<file path="config.mk">
export PLATFORM = sky130hd
export DESIGN_NAME = mod_reduce_ctrl
export DESIGN_NICKNAME = d
export VERILOG_FILES = /design/src/rtl/mod_reduce_ctrl.sv
export SDC_FILE = /design/constraint.sdc
export NUM_CORES = 1
export LEC_CHECK = 0
export CORE_MARGIN = 1.5
export CORE_UTILIZATION = 40
export DETAILED_ROUTE_END_ITERATION = 6
export PLACE_DENSITY_LB_ADDON = 0.05
export SLEW_MARGIN = 40
export SYNTH_ARGS = -nofsm -noshare
export SYNTH_HDL_FRONTEND = slang
export SYNTH_SLANG_ARGS = --single-unit
</file>
<file path="constraint.sdc">
create_clock -name clk -period 59.7 [get_ports clk]
set_clock_uncertainty 0.15 [all_clocks]
set_input_delay 11.94 -clock clk [delete_from_list [all_inputs] [get_ports clk]]
set_output_delay 11.94 -clock clk [all_outputs]
set_load 0.02 [all_outputs]
</file>
<file path="src/rtl/mod_reduce_ctrl.sv">
// 64-bit restoring shift-and-subtract reducer: remainder and quotient,
// one bit per clock on a single shared ripple subtractor.
module fullsubtractor (
  input  logic [63:0] a_i,
  input  logic [63:0] b_i,
  output logic [63:0] diff_o
);
  logic bw;

  always_comb begin
    diff_o = '0;
    bw     = 1'b0;
    for (int i = 0; i < 64; i++) begin
      diff_o[i] = a_i[i] ^ b_i[i] ^ bw;
      bw = (~a_i[i] & b_i[i]) | (~(a_i[i] ^ b_i[i]) & bw);
    end
  end
endmodule

module mod_reduce_ctrl #(
  parameter int WIDTH = 64,
  parameter int CNT_W = 7
) (
  input  logic             clk,
  input  logic             reset_n,
  input  logic             start,
  input  logic [WIDTH-1:0] dividend,
  input  logic [WIDTH-1:0] modulus,
  output logic             busy,
  output logic             done,
  output logic [WIDTH-1:0] remainder,
  output logic [WIDTH-1:0] quotient,
  output logic             div_zero
);
  typedef enum logic [1:0] {
    IDLE,
    RUN,
    DONE
  } state_t;

  state_t           state_q;
  logic [WIDTH-1:0] d_q;
  logic [WIDTH-1:0] n_q;
  logic [WIDTH-1:0] r_q;
  logic [WIDTH-1:0] q_q;
  logic [CNT_W-1:0] cnt_q;

  logic [WIDTH:0]   rs;
  logic             ge;
  logic [WIDTH-1:0] diff;
  logic [WIDTH-1:0] r_d;
  logic [WIDTH-1:0] q_d;

  // D is consumed MSB-first, so the current bit is always d_q's top bit
  assign rs = {r_q, d_q[WIDTH-1]};
  assign ge = rs[WIDTH] | (rs[WIDTH-1:0] >= n_q);

  fullsubtractor u_sub (
    .a_i   (rs[WIDTH-1:0]),
    .b_i   (n_q),
    .diff_o(diff)
  );

  assign r_d = ge ? diff : rs[WIDTH-1:0];
  assign q_d = {q_q[WIDTH-2:0], ge};

  always_ff @(posedge clk or negedge reset_n) begin
    if (!reset_n) begin
      state_q   <= IDLE;
      d_q       <= '0;
      n_q       <= '0;
      r_q       <= '0;
      q_q       <= '0;
      cnt_q     <= '0;
      busy      <= 1'b0;
      done      <= 1'b0;
      remainder <= '0;
      quotient  <= '0;
      div_zero  <= 1'b0;
    end else begin
      case (state_q)
        IDLE: begin
          if (start) begin
            busy <= 1'b1;
            if (modulus != '0) begin
              d_q     <= dividend;
              n_q     <= modulus;
              r_q     <= '0;
              q_q     <= '0;
              cnt_q   <= CNT_W'(WIDTH - 1);
              state_q <= RUN;
            end else begin
              remainder <= dividend;
              quotient  <= '1;
              div_zero  <= 1'b1;
              done      <= 1'b1;
              state_q   <= DONE;
            end
          end
        end
        RUN: begin
          r_q <= r_d;
          q_q <= q_d;
          d_q <= {d_q[WIDTH-2:0], 1'b0};
          if (cnt_q == '0) begin
            remainder <= r_d;
            quotient  <= q_d;
            div_zero  <= 1'b0;
            done      <= 1'b1;
            state_q   <= DONE;
          end else begin
            cnt_q <= cnt_q - 1'b1;
          end
        end
        DONE: begin
          done    <= 1'b0;
          busy    <= 1'b0;
          state_q <= IDLE;
        end
        default: state_q <= IDLE;
      endcase
    end
  end
endmodule

</file>
==> results.toml <==
[route]
wirelength_mm = 55.7
ant_nets = 0
drt_iter0_markers = 1004
viasPerCell = 5.39
vias = 15200
drt-wirelength-per-cell_um = 19.8
dr.pass1.iters = 7
drc = 0

[synth]
yosys-top-cells-count = "nand2_1, dfrtp_1, o21ai_0"
synthCells = 1962
synth_top_area_share_pct = 50.9
yosys_warnings = 0
synth_seq_cells = 395
syn_area_um2 = 19400
yosysMostFrequentCell = "nand2_1"
synth_area_leaders = "dfrtp_1, nand2_1, fa_1, ha_1, o21ai_0"
synthesis.nets = 2221
avgSynthCellArea_um2 = 9.89
synth_top_area_cell = "dfrtp_1"
async_flop_share_pct = 100
ys_seq_area_share_pct = 50.9
synthFlopType = "dfrtp_1"
synth_edf_count = 0
synthDistinctLibCells = 63

[cts]
htreeDepth = 2
cts_resized = 0
clock-sinks = 395
cts_buffers = 45
clk_pin_slew_ns = 0.06
cts_tree = "yes"
clk_latency_ns = 0.58
ctsHoldBuffers = 0
postCtsSetupBuffers = 0
cts_buffer_depth = 3
clockRootBuffer = "clkbuf_16"

[sta]
finalHoldViolCount = 0
worst_slew_margin_rel_pct = 45.6
max_freq_ghz = 0.0382
worst_pin_slew_ns = 0.811
timing.final.crit_share_pct = 43.8
min_period_ns = 26.15
finalMaxSlewViolations = 0
setup_viol_count_final = 0
setup_tns_ns = 0
rsz0062_at_grt = "no"

[power_and_ir_drop]
p_comb_share_pct = 48.2
ir_worst_vdd_v = 0.0000247
clkPwrFrac_pct = 19.1
swShare_pct = 41.4
power_density_nw_per_um2 = 60.9
p_int_w = 0.000858
p_sw_w = 0.000607
power_frac_seq_pct = 32.7
p_leak_nw = 11.3

[floorplan]
design.core.area_um2 = 47800
start_util_pct = 40.6
fp.dieH_um = 223
num_io_pins = 262
die_area_um2 = 49900
die_x_um = 223
num_rows = 80

[global_routing]
grt_pass1_vias = 15100
overflow = 0
antenna_found_initial = 4
track_usage_pct = 22.6
grt_start_max_net_pins = 155
grt_first_pass_wirelength_mm = 87.9

[placed_design]
port_buffers = 261
gp_congestion = 0.830
hpwl_mm = 38.1

[worst_setup_path]
critPathKind = "register to register"
max_stage_delay_ns = 0.43
slowest_stage = "fa_1"
cp_max_fo = 3
cp-end-kind = "register"
cp.required_ns = 59.98
startpoint_type = "register"
crit_family = "adder cells"
cp.arrival_ns = 26.43
cp_num_buf_inv = 1
cp_common_cell = "fa_1"

[worst_hold_path]
hold_class = "register to register"

[status]
outcome = "finished, final reports clean"

[cells_and_area]
nNetsFinal = 2422
finalCoreUtilization_pct = 50.3
syn2layout_area_growth_pct = 23.9
drive_gt1_share_pct = 6.87

[job]
cap_violations = 0
==> logic make-up (layout without fill, tap and decap cells) <==
kind of cell / count (synthesis) / in the layout / synth area share (%)
AOI/OAI and AO/OA: 579 / 579 / 19.2
xor gates and xnor gates: 3 / 3 / 0.135
adders and majority gates: 128 / 128 / 10.6
buffers and inverters: 261 / 497 / 5.57
DFF: 395 / 395 / 50.9
muxes: 20 / 20 / 1.04
other: 0 / 1 / 0
and+or+nand+nor: 576 / 576 / 12.5
==> final timing paths <==
| path | start | endpoint | slack [ns] | cells after the start |
|---|---|---|---|---|
| max reg2reg | d_q[63] | r_q[63] | 33.55 | 67 |
| min in group asynchronous | reset_n | d_q[5] | 11.10 | 1 |
| max in group asynchronous | reset_n | q_q[46] | 46.88 | 4 |
| min | quotient[2] | quotient[2] | 0.31 | 2 |
| max | d_q[63] | r_q[63] | 33.55 | 67 |
| min reg2reg | quotient[2] | quotient[2] | 0.31 | 2 |
==> placed cells by master (no fill, tap or decap), types with 19 or more instances in the layout <==
master	netlist	final
a21oi_1	88	88
dfrtp_1	395	395
mux2i_1	19	19
clkdlybuf4s50_1	0	260
inv_1	131	131
nor2_1	60	59
o211ai_2	41	41
nand2_1	422	421
a21o_1	50	49
and3_1	19	19
o21ai_0	138	138
fa_1	62	62
ha_1	66	66
a22o_1	62	62
o21ai_1	129	129
clkbuf_16	0	47
a31oi_1	43	43
==> worst register-to-register path, delay by kind of cell, from the launching register on <==
kind | cells | cell delay (ns)
xor+xnor | 1 | 0.13
buf+inv | 1 | 0.06
fa+ha+maj | 63 | 25.06
mux | 1 | 0.18
compound gates | 1 | 0.08
flops | 1 | 0.37
==> power groups by stage <==
stage	clock network, W	logic (W)	registers (W)
final	0.000280	0.000706	0.000479
after global routing	0.000298	0.000802	0.000495
after CTS	0.000288	0.000713	0.000479
after detailed placement	0	0.000708	0.000482
after global placement	0	0.000685	0.000479
after floorplan	0	0.000449	0.000494
==> layout make-up <==
class / count / area, µm²
fillers: 4519 / 23800
repair buffers: 283 / 2930
diodes: 1 / 2.50
well taps: 615 / 769
multi-input cells: 1306 / 8490
inverters: 132 / 500
flip-flops and latches: 395 / 9880
clock inverters: 16 / 161
clock buffers: 66 / 1320
==> sequential cells by signal, summed over array words and instances, names as in the netlist <==
register	cells
n_q	64
busy	1
quotient	64
state_q	2
done	1
d_q	64
cnt_q	7
q_q	63
r_q	64
remainder	64
div_zero	1
==> routing by layer <==
metal | share of wire (%) | track usage, % | wire, µm
met1 | 47 | 33.0 | 26400
met2 | 44 | 34.2 | 24700
met3 | 5.8 | 4.27 | 3220
met4 | 2.3 | 6.60 | 1300
met5 | 0.083 | 0 | 46
==> stage by stage <==
stage                     instance area [µm²]  setup slack, ns  power, W  hold slack, ns  std cells
final                                   24100            33.55   0.00146           0.311       2814
after global routing                    24100            32.73   0.00160           0.337       2813
after CTS                               24000            33.54   0.00148           0.318       2812
after detailed placement                22500            33.57   0.00119           0.305       2730
after global placement                  22400            33.82   0.00116           0.300       2724
after floorplan                         19400            34.92  0.000943           0.299       1962
(Power assumes the default switching activity.)
